--- config.mk ---
export PLATFORM = sky130hd
export DESIGN_NAME = mem_fill_arbiter
export DESIGN_NICKNAME = d
export VERILOG_FILES = /design/src/rtl/mem_fill_arbiter.sv
export SDC_FILE = /design/constraint.sdc
export NUM_CORES = 1
export LEC_CHECK = 0
export BUFFER_PORTS_ARGS = -buffer_cell sky130_fd_sc_hd__buf_2
export CORE_ASPECT_RATIO = 0.6
export CORE_MARGIN = 2
export CORE_UTILIZATION = 30
export CTS_CLUSTER_DIAMETER = 120
export CTS_CLUSTER_SIZE = 10
export DETAILED_ROUTE_END_ITERATION = 12
export PLACE_DENSITY = 0.61
export SYNTH_ARGS = -nofsm -noshare
export SYNTH_HDL_FRONTEND = slang
export SYNTH_SLANG_ARGS = --single-unit
--- constraint.sdc ---
create_clock -name clk -period 2.1 [get_ports clk]
set_input_delay 0.105 -clock clk [delete_from_list [all_inputs] [get_ports clk]]
set_output_delay 0.105 -clock clk [all_outputs]
set_load 0.005 [all_outputs]
--- src/rtl/mem_fill_arbiter.sv ---
// mem_fill_arbiter
//   Shares the single main-memory port between the I-cache miss path and the
//   D-cache (miss fills and write-through stores). A block fill is issued as
//   BLK_WORDS back-to-back word reads; returned words are steered to the cache
//   that owns the fill. Stores go out as one write beat.
//
//   Optional feature macro: ARB_RR_EN
//     defined   : alternate D/I miss grants when both are pending (D first)
//     undefined : fixed D-over-I miss priority
//   dc_wr always has top priority.
//
//   Ports
//     clk, rst                     clock, synchronous active-high reset
//     ic_miss/ic_miss_addr         I-side level miss request + byte address
//     ic_fill_valid/_word/_done    I-side fill word strobe, index, last word
//     dc_miss/dc_miss_addr         D-side level miss request + byte address
//     dc_fill_valid/_word/_done    D-side fill word strobe, index, last word
//     dc_wr/dc_wr_addr/dc_wr_data  D-side level store request
//     dc_wr_ack                    store issued this cycle
//     fill_data                    returned word, shared, qualified by *_fill_valid
//     mem_en/mem_wr/mem_addr/mem_wdata  memory request
//     mem_rdata/mem_rvalid         in-order read return
//     busy                         not idle
//     err                          sticky watchdog / stray-return error
//
//   state   | meaning
//   --------+---------------------------------------------------------
//   S_IDLE  | arbitrate dc_wr > dc_miss > ic_miss
//   S_WRITE | one store beat on the memory port
//   S_FILL  | issue one read per cycle, accept returns
//   S_DRAIN | all reads issued, wait for the remaining returns
//   S_DONE  | one dead cycle so the requester can drop its request
module mem_fill_arbiter #(
  parameter int ADDR_W    = 16,
  parameter int DATA_W    = 16,
  parameter int BLK_WORDS = 8,
  parameter int MAX_LAT   = 8
) (
  input  logic                         clk,
  input  logic                         rst,
  input  logic                         ic_miss,
  input  logic [ADDR_W-1:0]            ic_miss_addr,
  output logic                         ic_fill_valid,
  output logic [$clog2(BLK_WORDS)-1:0] ic_fill_word,
  output logic                         ic_fill_done,
  input  logic                         dc_miss,
  input  logic [ADDR_W-1:0]            dc_miss_addr,
  output logic                         dc_fill_valid,
  output logic [$clog2(BLK_WORDS)-1:0] dc_fill_word,
  output logic                         dc_fill_done,
  input  logic                         dc_wr,
  input  logic [ADDR_W-1:0]            dc_wr_addr,
  input  logic [DATA_W-1:0]            dc_wr_data,
  output logic                         dc_wr_ack,
  output logic [DATA_W-1:0]            fill_data,
  output logic                         mem_en,
  output logic                         mem_wr,
  output logic [ADDR_W-1:0]            mem_addr,
  output logic [DATA_W-1:0]            mem_wdata,
  input  logic [DATA_W-1:0]            mem_rdata,
  input  logic                         mem_rvalid,
  output logic                         busy,
  output logic                         err
);

  localparam int WORD_W = $clog2(BLK_WORDS);
  localparam int WD_W   = $clog2(MAX_LAT + 1);
  localparam logic [WORD_W-1:0] LAST_WORD = WORD_W'(BLK_WORDS - 1);
  localparam logic [WD_W-1:0]   WD_LAST   = WD_W'(MAX_LAT - 1);
  // Clears the byte offset within a block (2 bytes per word).
  localparam logic [ADDR_W-1:0] BLK_MASK  = ~ADDR_W'(2 * BLK_WORDS - 1);

  typedef enum logic [2:0] {
    S_IDLE, S_WRITE, S_FILL, S_DRAIN, S_DONE
  } state_t;

  state_t              state_q, state_d;
  logic                owner_dc_q, owner_dc_d;
  logic [ADDR_W-1:0]   base_q, base_d;
  logic [WORD_W-1:0]   issue_q, issue_d;
  logic [WORD_W-1:0]   ret_q, ret_d;
  logic [WD_W-1:0]     wd_q, wd_d;
  logic                err_q, err_d;
`ifdef ARB_RR_EN
  logic                last_i_q, last_i_d;
`endif

  logic accepting, rx, last_ret, grant_dc;

  assign accepting = (state_q == S_FILL) || (state_q == S_DRAIN);
  assign rx        = mem_rvalid && accepting;
  assign last_ret  = rx && (ret_q == LAST_WORD);

  always_comb begin
    state_d    = state_q;
    owner_dc_d = owner_dc_q;
    base_d     = base_q;
    issue_d    = issue_q;
    ret_d      = ret_q;
    wd_d       = wd_q;
    err_d      = err_q;
    grant_dc   = 1'b0;
`ifdef ARB_RR_EN
    last_i_d   = last_i_q;
`endif
    // A return with no read outstanding means the memory side is confused.
    if (mem_rvalid && !accepting) err_d = 1'b1;
    if (rx) ret_d = ret_q + WORD_W'(1);

    case (state_q)
      S_IDLE: begin
        issue_d = '0;
        ret_d   = '0;
        wd_d    = '0;
`ifdef ARB_RR_EN
        grant_dc = dc_miss && (!ic_miss || last_i_q);
`else
        grant_dc = dc_miss;
`endif
        if (dc_wr) begin
          state_d = S_WRITE;
        end else if (dc_miss || ic_miss) begin
          state_d    = S_FILL;
          owner_dc_d = grant_dc;
          base_d     = (grant_dc ? dc_miss_addr : ic_miss_addr) & BLK_MASK;
`ifdef ARB_RR_EN
          last_i_d   = !grant_dc;
`endif
        end
      end
      S_WRITE: state_d = S_DONE;
      S_FILL: begin
        issue_d = issue_q + WORD_W'(1);
        if (last_ret)                    state_d = S_DONE;
        else if (issue_q == LAST_WORD)   state_d = S_DRAIN;
      end
      S_DRAIN: begin
        // The final return wins over a watchdog expiring in the same cycle.
        if (last_ret) begin
          state_d = S_DONE;
        end else if (wd_q == WD_LAST) begin
          err_d   = 1'b1;
          state_d = S_DONE;
        end else begin
          wd_d = wd_q + WD_W'(1);
        end
      end
      S_DONE:  state_d = S_IDLE;
      default: state_d = S_IDLE;
    endcase
  end

  always_comb begin
    ic_fill_valid = rx && !owner_dc_q;
    dc_fill_valid = rx && owner_dc_q;
    ic_fill_word  = ic_fill_valid ? ret_q : '0;
    dc_fill_word  = dc_fill_valid ? ret_q : '0;
    ic_fill_done  = last_ret && !owner_dc_q;
    dc_fill_done  = last_ret && owner_dc_q;
    fill_data     = rx ? mem_rdata : '0;
    mem_en        = (state_q == S_WRITE) || (state_q == S_FILL);
    mem_wr        = (state_q == S_WRITE);
    dc_wr_ack     = (state_q == S_WRITE);
    mem_wdata     = (state_q == S_WRITE) ? dc_wr_data : '0;
    mem_addr      = '0;
    // OR rather than add: the word offset never carries out of the block.
    if (state_q == S_WRITE)     mem_addr = dc_wr_addr;
    else if (state_q == S_FILL) mem_addr = base_q | ADDR_W'({issue_q, 1'b0});
    busy          = (state_q != S_IDLE);
    err           = err_q;
  end

  always_ff @(posedge clk) begin
    if (rst) begin
      state_q    <= S_IDLE;
      owner_dc_q <= 1'b0;
      base_q     <= '0;
      issue_q    <= '0;
      ret_q      <= '0;
      wd_q       <= '0;
      err_q      <= 1'b0;
`ifdef ARB_RR_EN
      last_i_q   <= 1'b1;
`endif
    end else begin
      state_q    <= state_d;
      owner_dc_q <= owner_dc_d;
      base_q     <= base_d;
      issue_q    <= issue_d;
      ret_q      <= ret_d;
      wd_q       <= wd_d;
      err_q      <= err_d;
`ifdef ARB_RR_EN
      last_i_q   <= last_i_d;
`endif
    end
  end

endmodule

==> impl_metrics.xml <==
<?xml version="1.0" encoding="UTF-8"?>
<metrics>
  <group name="cells_and_area">
    <metric name="multi_input_comb_area" unit="mm2">0.00118</metric>
    <metric name="layout-drive-gt1-share" unit="%">47.0</metric>
    <metric name="fin_area" unit="mm2">0.00264</metric>
    <metric name="most_common_cell_after_layout_fill_and_taps_aside" unit="">buf_2</metric>
    <metric name="count_of_inserted_antenna_diode_cells" unit="">0</metric>
    <metric name="num-fill-cells" unit="">593</metric>
    <metric name="leading_cell_types_in_the_layout_fill_and_taps_excluded" unit="">buf_2, and2_1, dfxtp_1</metric>
    <metric name="regArea" unit="um2">542</metric>
    <metric name="area_delta_synth_final" unit="%">44.2</metric>
    <metric name="nNetsFinal" unit="">439</metric>
  </group>
  <group name="clock_network">
    <metric name="postCtsSetupRepairBufs" unit="">0</metric>
    <metric name="tritoncts" unit="">yes</metric>
    <metric name="cts-buffers-inserted" unit="">3</metric>
    <metric name="cts_root_buf" unit="">clkbuf_8</metric>
    <metric name="cts.clk_slew.worst_paths" unit="ns">0.10</metric>
    <metric name="numClockSinks" unit="">27</metric>
    <metric name="clockBufferDepth" unit="">2</metric>
    <metric name="worst_skew_late_latency" unit="ns">0.27</metric>
    <metric name="ctsHtreeMaxLevel" unit="">1</metric>
    <metric name="postCtsHoldBufs" unit="">0</metric>
  </group>
  <group name="placement">
    <metric name="numPortBuffers" unit="">140</metric>
    <metric name="gp_routability_congestion" unit="">0.798</metric>
    <metric name="placement_cell_area" unit="mm2">0.00259</metric>
    <metric name="pre_cts_ws" unit="ns">0.221</metric>
    <metric name="post-dp-hpwl" unit="mm">4.34</metric>
  </group>
  <group name="setup_path">
    <metric name="worst_path_fanout_max" unit="">14</metric>
    <metric name="critical_path.n_buffers_inverters" unit="">1</metric>
    <metric name="critPathKind" unit="">flop to output pin</metric>
    <metric name="endpoint_kind" unit="">output pin</metric>
    <metric name="path_cells" unit="">nor2_1 &gt; and2_1 &gt; a22o_1 &gt; buf_2</metric>
    <metric name="critPathLaunchType" unit="">flop</metric>
    <metric name="max_stage_delay" unit="ns">0.55</metric>
    <metric name="standard_cell_with_the_maximum_stage_delay_on_the_critical_path" unit="">and2_1</metric>
    <metric name="worstPathRequired" unit="ns">2.00</metric>
    <metric name="worstPathArrival" unit="ns">1.80</metric>
    <metric name="critical_path.top_delay_family" unit="">simple AND/OR/NAND/NOR gates</metric>
  </group>
  <group name="hold_path">
    <metric name="holdCritPathClass" unit="">input pin to flop</metric>
  </group>
  <group name="drt">
    <metric name="dr.first_iter.drc_count" unit="">91</metric>
    <metric name="vias_per_cell" unit="">4.65</metric>
    <metric name="finalWirelength" unit="mm">5.55</metric>
    <metric name="drt-pass1-iter-count" unit="">4</metric>
    <metric name="antenna_violating_nets_post_route" unit="">0</metric>
    <metric name="vias" unit="">1986</metric>
    <metric name="wl_per_cell" unit="um">13.0</metric>
    <metric name="drc_errors" unit="">0</metric>
  </group>
  <group name="timing">
    <metric name="final.period_utilization" unit="%">90.7</metric>
    <metric name="fin_worst_skew" unit="ns">0.00872</metric>
    <metric name="maxSlewHeadroom" unit="%">56.5</metric>
    <metric name="final_critical_path_setup_slack" unit="ns">0.194</metric>
    <metric name="fmax" unit="MHz">525</metric>
    <metric name="rsz0062_at_grt" unit="">no</metric>
    <metric name="final-hold-violation-count" unit="">0</metric>
    <metric name="slew_violations" unit="">0</metric>
    <metric name="setup_viol" unit="">0</metric>
    <metric name="final_period_minus_worst_setup_slack" unit="ns">1.91</metric>
    <metric name="worst_slew_pin_slew" unit="ns">0.653</metric>
    <metric name="timing.setup.tns" unit="ns">0</metric>
  </group>
  <group name="floorplanning">
    <metric name="ios" unit="">149</metric>
    <metric name="dieArea" unit="mm2">0.00675</metric>
    <metric name="fp.dieW" unit="um">105</metric>
    <metric name="floorplan.rows" unit="">21</metric>
    <metric name="die_height" unit="um">64.4</metric>
    <metric name="effective_utilization_at_floorplan" unit="%">31.9</metric>
    <metric name="core" unit="mm2">0.00573</metric>
  </group>
  <group name="synthesis">
    <metric name="syn-cell-area" unit="mm2">0.00183</metric>
    <metric name="number_of_different_library_cells_in_the_post_synthesis_netlist" unit="">34</metric>
    <metric name="synth_area_per_cell" unit="um2">8.46</metric>
    <metric name="synth_seq_area_share" unit="%">29.6</metric>
    <metric name="yosysWarningCount" unit="">0</metric>
    <metric name="synthCells" unit="">216</metric>
    <metric name="synth_nets" unit="">307</metric>
    <metric name="synth-seq-cells" unit="">27</metric>
  </group>
  <group name="pwr">
    <metric name="power_leakage" unit="nW">1.39</metric>
    <metric name="total_power" unit="W">0.00237</metric>
    <metric name="pwr_density_cell" unit="mW/mm2">899</metric>
    <metric name="worst_ir_drop_vdd" unit="uV">372</metric>
  </group>
  <group name="global_routing">
    <metric name="grt_max_degree" unit="">34</metric>
    <metric name="first_global_vias" unit="">1826</metric>
    <metric name="groute.usage.overall" unit="%">15.5</metric>
    <metric name="gr-total-overflow" unit="">0</metric>
    <metric name="grt_antenna_before_repair" unit="">0</metric>
    <metric name="grt_first_pass_wirelength" unit="mm">8.62</metric>
  </group>
  <group name="run_status">
    <metric name="result_of_the_run" unit="">finished clean</metric>
  </group>
  <group name="flow_run">
    <metric name="cap_violations" unit="">0</metric>
  </group>
</metrics>
[power breakdown]
group	switching (W)	leakage [nW]	internal, W
Combinational	0.000689	1.14	0.000638
Clock	0.000167	0.0255	0.000133
Sequential	0.000118	0.221	0.000624
[worst reg2reg max path, stage by stage (launching register included)]
cell and delay, ns:
dfxtp_1 0.37, buf_4 0.18, nor4_4 0.43, nor2b_2 0.26, buf_12 0.19, nor2_1 0.08
a211oi_2 0.19
[kinds of logic after synthesis]
logic type      Yosys count  share of synthesized area (%)
compound gates           50                           21.4
xor+xnor                  1                          0.480
fa+ha+maj                 5                           3.42
buf+inv                  21                           6.03
flops                    27                           29.6
mux                      16                           8.77
simple gates             96                           30.3
[synth_stat cells]
master	n	area [um2]
nor2_1	18	67.6
nand2b_1	3	18.8
a211oi_1	5	37.5
o311ai_1	1	8.76
a22oi_1	1	7.51
clkbuf_1	10	37.5
or3_1	1	6.26
inv_1	2	7.51
ha_1	5	62.6
and2_1	40	250
nor2b_1	2	12.5
nand3b_1	6	45.0
a211o_1	1	8.76
xnor2_1	1	8.76
a22o_1	14	123
buf_2	3	15.0
buf_4	3	22.5
clkbuf_2	1	5.00
o21ai_0	8	40.0
nor4_4	1	21.3
a31oi_1	1	6.26
and3_1	4	25.0
and2_0	1	6.26
nor2_2	1	6.26
o31a_1	1	8.76
a21oi_1	10	50.1
mux2i_1	16	160
buf_6	2	22.5
a211oi_2	8	100
nand2_1	6	22.5
and3b_1	2	17.5
nor3_1	6	30.0
nand3_1	5	25.0
dfxtp_1	27	541
[layer usage]
| layer | part of all wire (%) | wire length, um | GRT usage, % | up-vias |
|---|---|---|---|---|
| met4 | 0.63 | 35 | 3.00 | 0 |
| met1 | 51 | 2810 | 22.1 | 893 |
| li1 | - | - | - | 1028 |
| met5 | 0 | 0 | 0 | - |
| met3 | 6.0 | 333 | 3.52 | 2 |
| met2 | 43 | 2370 | 23.9 | 63 |
[flip-flops by register name, indices dropped and copies added, names as in the netlist]
| name | count |
|---|---|
| err | 1 |
| owner_dc_q | 1 |
| wd_q | 4 |
| base_q | 12 |
| state_q | 3 |
| ret_q | 3 |
| issue_q | 3 |
[path summary, 6_finish.rpt]
check / end / cells after the start / slack, ns / from
max: mem_addr[15] / 4 / 0.19 / state_q[2]$_SDFFE_PP0P_
max reg2reg: base_q[12]$_SDFFE_PP0P_ / 6 / 0.32 / state_q[2]$_SDFFE_PP0P_
min reg2reg: wd_q[1]$_SDFFE_PP0P_ / 2 / 0.48 / wd_q[1]$_SDFFE_PP0P_
min: owner_dc_q$_SDFFE_PP0P_ / 4 / 0.16 / ic_miss
[area by class of cell]
| type | count | area share (%) |
|---|---|---|
| inverter | 2 | 0.285 |
| sequential | 27 | 20.6 |
| multi-input combinational | 168 | 44.8 |
| timing repair buffer | 146 | 28.8 |
| clock buffer | 3 | 1.57 |
| tap | 80 | 3.80 |
| clock inverter | 1 | 0.190 |
[what timing repair did]
action                     in CTS  in global routing
hold endpoints to repair        0                  0
gates cloned                    0                  0
setup endpoints to repair      14                 39
resized for setup               1                  1
pin swaps                       0                  0
[stage by stage]
step	hold slack, ns	utilization (%)	cells
floorplan	0.295	-	216
detailed placement	0.435	45.2	423
finish	0.155	46.0	427
global placement	0.415	45.2	423
CTS	0.138	46.0	427
global route	0.179	46.0	427
No activity file was read; power rests on OpenSTA's default activity.
